### src/rtl/sreg_unit.sv
// sreg_unit: AVR status register stage sitting behind the ALU.
// Holds SREG = {I,T,H,S,V,N,Z,C}, applies masked ALU flag updates, and
// sequences the two-cycle ADIW/SBIW word operations (carry and zero are
// chained from the low-byte cycle into the high-byte cycle). BSET/BCLR,
// full SREG writes, RETI and interrupt acknowledge override the ALU step.
module sreg_unit #(
   parameter logic [7:0] RST_VAL = 8'h00
) (
   input  logic       clk_i,
   input  logic       rst_i,
   input  logic       alu_c_i,
   input  logic       alu_h_i,
   input  logic       alu_z_i,
   input  logic       alu_v_i,
   input  logic       alu_n_i,
   input  logic [7:0] upd_mask_i,
   input  logic       zkeep_i,
   input  logic       use_c_i,
   input  logic       word_start_i,
   input  logic       bset_i,
   input  logic       bclr_i,
   input  logic [2:0] bit_sel_i,
   input  logic       we_i,
   input  logic [7:0] data_i,
   input  logic       irq_ack_i,
   input  logic       reti_i,
   output logic [7:0] sreg_o,
   output logic       alu_cin_o,
   output logic       busy_o,
   output logic       word_done_o
);

   typedef enum logic [0:0] {
      ST_IDLE = 1'b0,
      ST_HI   = 1'b1
   } state_t;

   state_t     state_r, state_nx_s;
   logic [7:0] sreg_r, sreg_nx_s, alu_upd_s;
   logic       cy_r, cy_nx_s;
   logic       zlo_r, zlo_nx_s;
   logic       n_new_s, v_new_s, z_new_s;
   logic       hi_n_s, hi_v_s;

   // I and T are never touched by the ALU, so the top mask bits carry no meaning.
   logic       unused_mask_s;
   assign unused_mask_s = ^upd_mask_i[7:6];

   // Single-byte ALU flag update; S is built from the post-update N and V.
   always_comb begin
      n_new_s   = upd_mask_i[2] ? alu_n_i : sreg_r[2];
      v_new_s   = upd_mask_i[3] ? alu_v_i : sreg_r[3];
      z_new_s   = upd_mask_i[1] ? (zkeep_i ? (sreg_r[1] & alu_z_i) : alu_z_i) : sreg_r[1];
      alu_upd_s = {sreg_r[7:6],
                   upd_mask_i[5] ? alu_h_i : sreg_r[5],
                   upd_mask_i[4] ? (n_new_s ^ v_new_s) : sreg_r[4],
                   v_new_s,
                   n_new_s,
                   z_new_s,
                   upd_mask_i[0] ? alu_c_i : sreg_r[0]};
   end

   // Next-state, chained word-op latches and prioritised SREG next value.
   always_comb begin
      state_nx_s = state_r;
      sreg_nx_s  = sreg_r;
      cy_nx_s    = cy_r;
      zlo_nx_s   = zlo_r;
      hi_n_s     = alu_n_i;
      hi_v_s     = alu_v_i;
      case (state_r)
         ST_IDLE: begin
            if (word_start_i) begin
               cy_nx_s    = alu_c_i;
               zlo_nx_s   = alu_z_i;
               state_nx_s = ST_HI;
            end else begin
               sreg_nx_s  = alu_upd_s;
            end
         end
         ST_HI: begin
            // High byte: full flag set from the ALU, Z chained with the low byte.
            sreg_nx_s  = {sreg_r[7:5], hi_n_s ^ hi_v_s, hi_v_s, hi_n_s,
                          zlo_r & alu_z_i, alu_c_i};
            state_nx_s = ST_IDLE;
         end
         default: begin
            state_nx_s = ST_IDLE;
         end
      endcase

      if (bset_i) begin
         sreg_nx_s[bit_sel_i] = 1'b1;
      end else if (bclr_i) begin
         sreg_nx_s[bit_sel_i] = 1'b0;
      end else begin
         sreg_nx_s = sreg_nx_s;
      end

      if (we_i) begin
         sreg_nx_s = data_i;
      end else begin
         sreg_nx_s = sreg_nx_s;
      end

      if (irq_ack_i) begin
         sreg_nx_s[7] = 1'b0;
      end else if (reti_i) begin
         sreg_nx_s[7] = 1'b1;
      end else begin
         sreg_nx_s[7] = sreg_nx_s[7];
      end
   end

   // State, SREG and word-op latches with synchronous reset.
   always_ff @(posedge clk_i) begin
      if (rst_i) begin
         state_r <= ST_IDLE;
         sreg_r  <= RST_VAL;
         cy_r    <= 1'b0;
         zlo_r   <= 1'b0;
      end else begin
         state_r <= state_nx_s;
         sreg_r  <= sreg_nx_s;
         cy_r    <= cy_nx_s;
         zlo_r   <= zlo_nx_s;
      end
   end

   // Carry-in: chained low-byte carry during the high byte, else optional C.
   always_comb begin
      if (state_r == ST_HI) begin
         alu_cin_o = cy_r;
      end else begin
         alu_cin_o = use_c_i & sreg_r[0];
      end
   end

   assign sreg_o      = sreg_r;
   assign busy_o      = (state_r == ST_HI);
   assign word_done_o = (state_r == ST_HI);

endmodule
### config.mk
export PLATFORM = sky130hd
export DESIGN_NAME = sreg_unit
export DESIGN_NICKNAME = d
export VERILOG_FILES = /design/src/rtl/sreg_unit.sv
export SDC_FILE = /design/constraint.sdc
export NUM_CORES = 1
export LEC_CHECK = 0
export CAP_MARGIN = 20
export CORE_MARGIN = 5
export CORE_UTILIZATION = 39
export DETAILED_ROUTE_END_ITERATION = 7
export PLACE_DENSITY_LB_ADDON = 0.08
export SYNTH_ARGS = -nofsm -noshare
export SYNTH_HDL_FRONTEND = slang
export SYNTH_SLANG_ARGS = --single-unit
### constraint.sdc
create_clock -name clk_i -period 2.1 [get_ports clk_i]
set_input_delay 0.21 -clock clk_i [delete_from_list [all_inputs] [get_ports clk_i]]
set_output_delay 0.21 -clock clk_i [all_outputs]
set_load 0.1 [all_outputs]
==> summary.txt, run 1 <==
run status: complete, no violations
Final nets: 172
Antenna Nets Post-Route: 0
Area Overhead vs Synth: 61.3%
count of final max-slew check failures: 0
Cell Chain, Critical Path: nand2_1, o21ai_4, buf_12
row cnt: 15
Slew headroom: 0.718
Synth Instances: 96
Final Cycle Share: 0.706
cts hold-fix bufs: 0
Slew @ Worst Pin: 421 ps
Chip Width: 53.7 um
Comb pwr share: 0.438
vias: 889
slowest CP cell: dfxtp_2
Clock power frac: 0.216
IO buf count: 42
Hold Crit Class: input pin to register
sequential standard cell area: 221 sq um
maxcap violations: 0
DR iter-0 viols: 14
CTS clk-pin slew, worst paths: 70 ps
RSZ-0062 raised after global routing: no
Crit path largest cell delay: 560 ps
syn_nets: 130
CP Class: register to output port
1st-pass router iterations: 4
largest cells by area after synthesis: dfxtp_1, a21oi_1, a221oi_1
Die Ht: 53.7 um
initial antenna violation count: 0
Reg power frac: 0.346
layout cells sized above 1: 0.153
first-pass GRT wire length: 3.62 mm
GRT Overall Usage: 0.172
clk_skew: 1.08 ps
FF-to-FF setup slack: 810 ps
startpoint types: register
clk sinks: 11
top cell type's share of synthesized area: 0.296
Yosys warning count: 0
Mean Syn Cell Area: 7.74 sq um
ys async rst share: 0
Fin Setup TNS: 0 ps
number of synthesized register bits: 11
drt drc: 0
Congestion Overflow GR: 0
area of the multi-input gates: 473 sq um
vias in the first global route: 883
CTS Buf Count: 3
IO Count: 45
final period demand of the worst path: 1480 ps
CTS tree: yes
Post-synth EDFFs: 0
final WL: 2.24 mm
Power, Total: 690 uW
dominant cell type by area after synthesis: dfxtp_1
Mapped Area: 743 sq um
Hold Fails Final Rpt: 0
htree depth: 1
Sw Pwr: 275 uW
die area: 0.00288 sq mm
leakage power: 0.000480 uW
Clock Tree Buf Depth: 2
VDD IR-drop max: 0.000349 V
# Post-CTS Setup Buffers: 0
CTS-repair resized insts: 0
CP Data Arrival Time: 1270 ps
Worst EP required: 1890 ps
core footprint: 0.00176 sq mm
hpwl dp: 1.79 mm
Antenna Diode Count: 0
DR vias/cell: 5.49
Main synth FF type: dfxtp_1
Seq/Total Area, Yosys: 0.296
Placer Congestion: 0.842
Fillers: 158
CP endpoint kind: output port
switching fraction of total power: 0.399
synth unique cells: 32
root buffer cell: clkbuf_4
Cell Pwr Density: 576 mW/mm^2
Int Power: 415 uW
Final Setup Violations: 0
largest net degree at the start of global routing: 20
worst-skew pair later-pin latency: 270 ps
Routed WL per cell: 13.8 um
Initial Util: 0.421
critical-path maximum fanout: 19
Highest Clock Rate: 0.675 GHz
==> worst max-delay path, delay by kind of cell (launching register included) <==
kind | cells | cell delay, ps
compound gates | 1 | 90
buf+inv | 1 | 190
flops | 1 | 560
simple gates | 1 | 160
==> power groups by stage <==
stage	sequential, uW	combinational (uW)	clock, uW
finish	239	302	149
global route	242	320	168
CTS	239	304	154
detailed placement	244	303	0
global placement	243	300	0
floorplan	334	101	0
==> kinds of logic (layout without fill, tap and decap cells) <==
logic type / count (synthesis) / after routing / synth area share
AOI/OAI and AO/OA: 36 / 36 / 0.359
xor gates and xnor gates: 2 / 2 / 0.0236
buffers and inverters: 15 / 56 / 0.0825
DFF: 11 / 11 / 0.296
muxes: 3 / 3 / 0.0404
and+or+nand+nor: 29 / 29 / 0.199
==> path summary, 6_finish.rpt <==
kind              startpoint   endpoint  cells past startpoint
hold reg to reg         cy_r       cy_r                      2
setup reg to reg      busy_o  sreg_o[5]                      4
setup / recovery      busy_o  alu_cin_o                      3
hold / removal     irq_ack_i  sreg_o[7]                      2
==> cell usage after synthesis (3+ instances only) <==
cell,number
clkbuf_1,3
o221ai_1,4
dfxtp_1,11
inv_1,9
nand2b_1,4
a221oi_1,4
a21oi_1,7
nor2_1,6
a211o_1,3
nor3_1,4
o21ai_0,7
mux2i_1,3
nand2_1,7
==> sequential cells by signal, summed over array words and instances, names as in the netlist <==
register,flops
busy_o,1
cy_r,1
sreg_o,8
zlo_r,1
==> layout make-up <==
type                       instances  area share
multi-input combinational         70       0.395
timing repair buffer              43       0.344
sequential                        11       0.185
inverter                           9      0.0282
tap                               25      0.0261
clock buffer                       4      0.0219
==> cells in the final DEF (no fill, tap or decap), types with 2 or more instances in the layout <==
cell type | netlist | layout
nor3_1 | 4 | 4
nor2_1 | 6 | 6
dfxtp_1 | 11 | 10
xnor2_1 | 2 | 2
nand2_1 | 7 | 7
nand2b_1 | 4 | 4
a211oi_1 | 2 | 2
mux2i_1 | 3 | 3
clkdlybuf4s50_1 | 0 | 31
a211o_1 | 3 | 3
a21oi_1 | 7 | 7
inv_1 | 9 | 9
buf_4 | 1 | 11
o221ai_1 | 4 | 4
a221oi_1 | 4 | 4
nor3b_1 | 2 | 2
clkbuf_4 | 0 | 3
o21ai_0 | 7 | 6
a31oi_1 | 2 | 2
nor2b_1 | 2 | 2
==> metal layers <==
metal,global-route usage,vias to the layer above,wire [um]
li1,-,444,-
met1,0.203,411,957
met2,0.284,34,1120
met3,0.0526,0,162
met4,0.0766,0,0
met5,0,-,0
==> stage by stage <==
| step | instance area, sq um | utilization | hold slack, ps | std cells | setup slack, ps |
|---|---|---|---|---|---|
| detailed placement | 1170 | 0.665 | 480 | 158 | 344 |
| floorplan | 756 | - | 302 | 96 | 140 |
| finish | 1200 | 0.679 | 485 | 162 | 618 |
| global route | 1200 | 0.679 | 475 | 162 | 535 |
| global placement | 1170 | 0.665 | 463 | 158 | 375 |
| CTS | 1200 | 0.679 | 479 | 162 | 610 |
Power figures use the tool's default switching activity.
==> inputs of run 2 (changes only) <==
--- a/config.mk
+++ b/config.mk
@@ -7,7 +7,7 @@
 export LEC_CHECK = 0
 export CAP_MARGIN = 20
 export CORE_MARGIN = 5
-export CORE_UTILIZATION = 39
+export CORE_UTILIZATION = 33
 export DETAILED_ROUTE_END_ITERATION = 7
 export PLACE_DENSITY_LB_ADDON = 0.08
 export SYNTH_ARGS = -nofsm -noshare
==> constraint.sdc (replaced) <==
create_clock -name clk_i -period 1.35 [get_ports clk_i]
set_input_delay 0.135 -clock clk_i [delete_from_list [all_inputs] [get_ports clk_i]]
set_output_delay 0.135 -clock clk_i [all_outputs]
set_load 0.1 [all_outputs]
==> summary.txt, run 2 (synthesis results as in run 1) <==
Top Usage Layer GRT: met2
sequential standard cell area: 239 sq um
count of final max-slew check failures: 0
Int Power: 739 uW
vias: 953
Placer Congestion: 0.910
leakage power: 0.000599 uW
commonest non-fill, non-tap cells in the layout: clkdlybuf4s50_1, buf_4, buf_12
GRT Overall Usage: 0.157
Congestion Overflow GR: 0
Final nets: 189
Chip Width: 57.5 um
Comb pwr share: 0.488
run status: complete, no violations
Hold Crit Class: input pin to register
Power, Total: 1210 uW
drt drc: 0
core footprint: 0.00219 sq mm
Routed WL per cell: 14.2 um
Area Overhead vs Synth: 102%
clk_skew: 4.35 ps
CP Class: input pin to register
final period demand of the worst path: 1290 ps
Setup crit start: upd_mask_i[1]
largest net degree at the start of global routing: 16
Slew @ Worst Pin: 312 ps
CTS tree: yes
Fillers: 191
GR Util met1: 0.194
initial antenna violation count: 0
Clock power frac: 0.202
Hold Fails Final Rpt: 0
Slew headroom: 0.787
Final Cycle Share: 0.957
die area: 0.00330 sq mm
Cell Pwr Density: 805 mW/mm^2
htree depth: 1
met3 Track Usage GR: 0.0452
reg2reg start: busy_o
hold_sp: irq_ack_i
Final Setup Violations: 0
CTS Buf Count: 3
IO buf count: 42
maxcap violations: 0
Highest Clock Rate: 0.774 GHz
switching fraction of total power: 0.389
Antenna Nets Post-Route: 0
1st-pass router iterations: 5
Reg power frac: 0.310
Antenna Diode Count: 0
CP Data Arrival Time: 1460 ps
hpwl dp: 2.01 mm
row cnt: 17
max reg flops: 8
IO Count: 45
met2 Usage GRT: 0.258
startpoint types: input pin
vias in the first global route: 959
RSZ-0062 raised after global routing: yes
worst-skew pair later-pin latency: 270 ps
final WL: 2.58 mm
Hold Slack: 405 ps
DR iter-0 viols: 12
CTS clk-pin slew, worst paths: 80 ps
DR vias/cell: 5.24
Initial Util: 0.339
Clock Tree Buf Depth: 2
area of the multi-input gates: 497 sq um
Worst EP required: 1510 ps
root buffer cell: clkbuf_4
Sw Pwr: 472 uW
leading cell type in the layout, fill and taps excluded: clkdlybuf4s50_1
layout cells sized above 1: 0.325
Die Ht: 57.5 um
clk sinks: 11
VDD IR-drop max: 0.000482 V
first-pass GRT wire length: 4.17 mm
critical-path maximum fanout: 2
CP endpoint kind: register
run 2: critical path: stages:
cell	delay, ps
clkdlybuf4s50_1	460
or3b_1	360
a211oi_2	220
nor3_1	70
a2111oi_2	210
run 2: area by class of cell:
class,instances,area share
sequential,11,0.159
inverter,9,0.0250
timing repair buffer,59,0.440
tap,28,0.0233
multi-input combinational,70,0.330
timing repair inverter,1,0.00499
clock buffer,4,0.0175
run 2: stage by stage:
stage	setup TNS (ps)	std cells	instance area [sq um]	worst slack (ps)	util
6_report	0	182	1500	58.4	0.686
5_1_grt	-6.67	182	1500	-6.67	0.686
4_1_cts	0	180	1470	17.4	0.669
3_5_place_dp	-1700	175	1430	-311	0.652
3_3_place_gp	-1290	175	1430	-250	0.652
2_1_floorplan	-180	96	798	-180	-
run 2: worst paths after layout:
path	endpoint	slack [ps]	depth (start not counted)
max	sreg_o[1]	60	5
min reg2reg	zlo_r	480	2
min	sreg_o[7]	400	2
max reg2reg	sreg_o[5]	100	5
run 2: routing by layer:
metal	share of wire	vias to the layer above
li1	-	475
met1	0.42	436
met2	0.48	36
met3	0.081	6
met4	0.016	0
met5	0	-
run 2: power by group through the flow:
stage	Combinational (uW)	Clock, uW	Sequential [uW]
after floorplan	165	0	523
final	591	244	375
after detailed placement	566	0	390
after CTS	578	251	376
after global routing	619	260	380
after global placement	559	0	390
run 2: what timing repair did:
item	4_1_cts	5_1_grt
pin swaps	1	1
gates cloned	0	1
endpoints found under the setup margin	3	5
resized for setup	1	5
buffers inserted	1	1
hold buffers	0	0
==> inputs of run 3 (changes only) <==
--- a/config.mk
+++ b/config.mk
@@ -6,10 +6,13 @@
 export NUM_CORES = 1
 export LEC_CHECK = 0
 export CAP_MARGIN = 20
+export CELL_PAD_IN_SITES_DETAIL_PLACEMENT = 0
+export CELL_PAD_IN_SITES_GLOBAL_PLACEMENT = 1
 export CORE_MARGIN = 5
-export CORE_UTILIZATION = 33
+export CORE_UTILIZATION = 22
 export DETAILED_ROUTE_END_ITERATION = 7
 export PLACE_DENSITY_LB_ADDON = 0.08
+export SLEW_MARGIN = 15
 export SYNTH_ARGS = -nofsm -noshare
 export SYNTH_HDL_FRONTEND = slang
 export SYNTH_SLANG_ARGS = --single-unit
==> summary.txt, run 3 (synthesis results as in run 1) <==
initial antenna violation count: 0
Cell Pwr Density: 777 mW/mm^2
final WL: 2.67 mm
CTS tree: yes
Antenna Nets Post-Route: 0
Antenna Diode Count: 0
final period demand of the worst path: 1230 ps
root buffer cell: clkbuf_4
CTS Buf Count: 3
htree depth: 1
Highest Clock Rate: 0.814 GHz
Setup crit start: upd_mask_i[3]
worst r2r path cells: 5
vias: 961
worst-skew pair later-pin latency: 270 ps
Clock Tree Buf Depth: 2
clk_skew: 0.737 ps
CP Class: input pin to register
GRT Overall Usage: 0.120
GR Util met1: 0.143
Area Overhead vs Synth: 109%
Critical R2R Capture: sreg_o[1]
drt drc: 0
max reg flops: 8
VDD IR-drop max: 0.000334 V
Hold Fails Final Rpt: 0
leading cell type in the layout, fill and taps excluded: clkdlybuf4s50_1
FF-to-FF setup slack: 150 ps
row cnt: 21
Final Setup Violations: 0
cts hold-fix bufs: 0
Placer Congestion: 0.781
commonest non-fill, non-tap cells in the layout: clkdlybuf4s50_1, buf_4, buf_12
Worst EP required: 1540 ps
Fillers: 355
Final nets: 189
pre-CTS setup slack: -334 ps
met2 Usage GRT: 0.200
layout cells sized above 1: 0.344
first-pass GRT wire length: 4.20 mm
Slew headroom: 0.766
Routed WL per cell: 13.3 um
Congestion Overflow GR: 0
IO buf count: 42
Hold Crit Class: input pin to register
CP endpoint kind: register
Slew @ Worst Pin: 342 ps
core footprint: 0.00331 sq mm
1st-pass router iterations: 4
RSZ-0062 raised after global routing: no
die area: 0.00464 sq mm
CP Data Arrival Time: 1410 ps
hpwl dp: 2.20 mm
Initial Util: 0.224
maxcap violations: 0
DR iter-0 viols: 34
vias in the first global route: 937
Chip Width: 68.1 um
critical-path maximum fanout: 2
CTS clk-pin slew, worst paths: 70 ps
IO Count: 45
largest net degree at the start of global routing: 20
reg2reg start: busy_o
DR vias/cell: 4.81
dpl cells: 192
Final Cycle Share: 0.910
leakage power: 0.000633 uW
worst setup margin: 122 ps
met3 Track Usage GR: 0.0493
run status: complete, no violations
Top Usage Layer GRT: met2
Die Ht: 68.1 um
startpoint types: input pin
clk sinks: 11
Non-Filler Instances: 200
Setup crit end: sreg_o[4]
count of final max-slew check failures: 0
==> run 3: final cells by class <==
cell class / count / area [sq um] / share of cell area
sequential: 11 / 239 / 0.154
timing repair inverter: 1 / 5.00 / 0.00323
clock buffer: 4 / 26.3 / 0.0169
inverter: 9 / 37.5 / 0.0242
multi-input combinational: 70 / 504 / 0.325
timing repair buffer: 59 / 682 / 0.440
tap: 46 / 57.6 / 0.0371
==> run 3: metrics by stage <==
stage	utilization	area (sq um)	power [uW]	TNS, ps	hold slack (ps)
2_1_floorplan	-	798	687	-180	219
3_3_place_gp	0.440	1460	960	-1300	462
3_5_place_dp	0.440	1460	962	-1740	469
4_1_cts	0.450	1490	1210	0	397
5_1_grt	0.469	1550	1270	0	411
6_report	0.469	1550	1210	0	408
==> run 3: per-layer routing <==
metal,up-vias,routed length (um)
li1,478,-
met1,449,1040
met2,30,1390
met3,4,217
met4,0,21
met5,-,0
==> run 3: power breakdown <==
| part | internal, uW | switching (uW) |
|---|---|---|
| Combinational | 278 | 315 |
| Clock | 114 | 118 |
| Sequential | 351 | 28.6 |
| Total | 744 | 462 |
==> run 3: repair_timing <==
item,in CTS,in global routing
setup endpoints to repair,1,6
cloned,0,1
pin swaps,2,6
gates resized for setup,2,9
endpoints found under the hold margin,0,0
setup buffers,0,3
==> run 3: worst min path at each step <==
stage / slack, ps / start / cells after the start / end
finish: 410 / irq_ack_i / 2 / sreg_o[7]
global route: 410 / data_i[2] / 3 / sreg_o[2]
CTS: 400 / data_i[3] / 3 / sreg_o[3]
detailed placement: 470 / zlo_r / 2 / zlo_r
global placement: 460 / zlo_r / 2 / zlo_r
floorplan: 220 / irq_ack_i / 1 / sreg_o[7]
==> run 3: worst max-delay path, stage by stage <==
cell and delay [ps]:
clkdlybuf4s50_1 500, mux2i_1 220, xnor2_1 100, a31o_2 250, a211oi_1 210
==> edit, RTL diff (settings of run 3) <==
Reset style: asynchronous (`rst_i`), changed in one clocked block. Comments in the files are not updated.
--- a/src/rtl/sreg_unit.sv
+++ b/src/rtl/sreg_unit.sv
@@ -113,7 +113,7 @@
    end
 
    // State, SREG and word-op latches with synchronous reset.
-   always_ff @(posedge clk_i) begin
+   always_ff @(posedge clk_i or posedge rst_i) begin
       if (rst_i) begin
          state_r <= ST_IDLE;
          sreg_r  <= RST_VAL;
Function: differs if rst_i is asserted again (counterexample within 4 cycles, from zero or initial values and one cycle with rst_i high); with rst_i held inactive, the same outputs for 10 cycles.
==> edit against run 3 <==
  * The run now ends with negative setup slack left
  * First-iteration DRC count decreased by 41%
  * Routed wire length fell by 1.0%
  * Cell area increased by 2.6%
  * Synthesized area up 0.84%
  * Power grew 17%
  * Worst setup slack lost 0.23 ns
  * Clock power rose by 2%
  * Sequential cell count stayed put
==> edit: results <==
group,metric,value,unit
status,status,"finished with violations",
status,violations,"negative setup slack",
place,hpwl,2020,um
detailed_routing,drt_iter0_drc,20,
synthesis,synth_xor_area_share,2.34,%
synthesis,synthMuxAreaShare,8.51,%
final_layout,nets,183,
detailed_routing,wl,2640,um
critical_path,reg2reg_to,"sreg_o[5]",
sta,setup_ws,-0.113,ns
sta,finalSetupViolCount,5,
power,pwr-share-comb,53.8,%
sta,fin_setup_tns,-0.360,ns
global_route,grt_usage,11.7,%
critical_path,crit_arrival,1.63,ns
critical_path,cpPeakStageDelay,0.48,ns
synthesis,yosys.cell_types.count,29,
final_layout,drive_gt1_share,37.2,%
final_layout,fill_cells,347,
synthesis,async_flop_share,100,%
global_route,grt_pass1_wl,3970,um
sta,clock_skew,0.00595,ns
synthesis,synth_nets,122,
synthesis,netlist_top_cells_count,"11 x dfrtp_1, 10 x nor2_1, 9 x a21oi_1, 7 x nand2_1, 6 x nand2b_1",
detailed_routing,wl_met2,1340,um
[edit: cell types whose count changed in the layout (fill, tap and decap cells not counted), moves of 4 or more]
cell            run 3  this run
inv_1               8         4
dfrtp_2             0         5
buf_6               1         6
dfxtp_2             6         0
buf_4              15        11
a21oi_2             0         4
[edit: how the worst max path moves through the flow]
stage                 to    startpoint  cells after the start
3_5_place_dp   sreg_o[5]  word_start_i                      5
4_1_cts        alu_cin_o        busy_o                      4
6_report       sreg_o[5]        busy_o                      5
2_1_floorplan  sreg_o[5]        busy_o                      4
5_1_grt        sreg_o[5]        busy_o                      5
3_3_place_gp   sreg_o[5]  word_start_i                      5
[edit: area by class of cell]
cell class,count,area [um^2],share of cell area (%)
sequential,11,293,18.4
multi-input combinational,69,499,31.4
clock buffer,4,26.3,1.65
tap,46,57.6,3.62
inverter,4,15.0,0.943
timing repair buffer,60,701,44.0
[edit: repair_timing]
item,CTS,global route
gates resized for setup,5,13
gates cloned,0,0
buffers inserted,4,0
endpoints found under the setup margin,4,10
pin swaps,6,6
[edit: metal layers]
| layer | up-vias | global-route usage [%] |
|---|---|---|
| met4 | 0 | 4.47 |
| li1 | 436 | - |
| met5 | - | 0 |
| met1 | 379 | 13.9 |
| met2 | 28 | 19.9 |
| met3 | 2 | 3.45 |
[edit: per-stage QoR]
step / util [%] / setup slack (ns)
6_report: 48.1 / -0.113
5_1_grt: 48.1 / -0.184
4_1_cts: 46.4 / -0.145
3_5_place_dp: 44.2 / -0.164
3_3_place_gp: 44.2 / -0.132
2_1_floorplan: - / -0.150
[edit: cells by family after synthesis]
group / after synthesis
AND/OR/NAND/NOR: 33
AO/OA/AOI/OAI: 28
flip-flops: 11
buffers and inverters: 8
multiplexers: 6
XOR/XNOR: 2
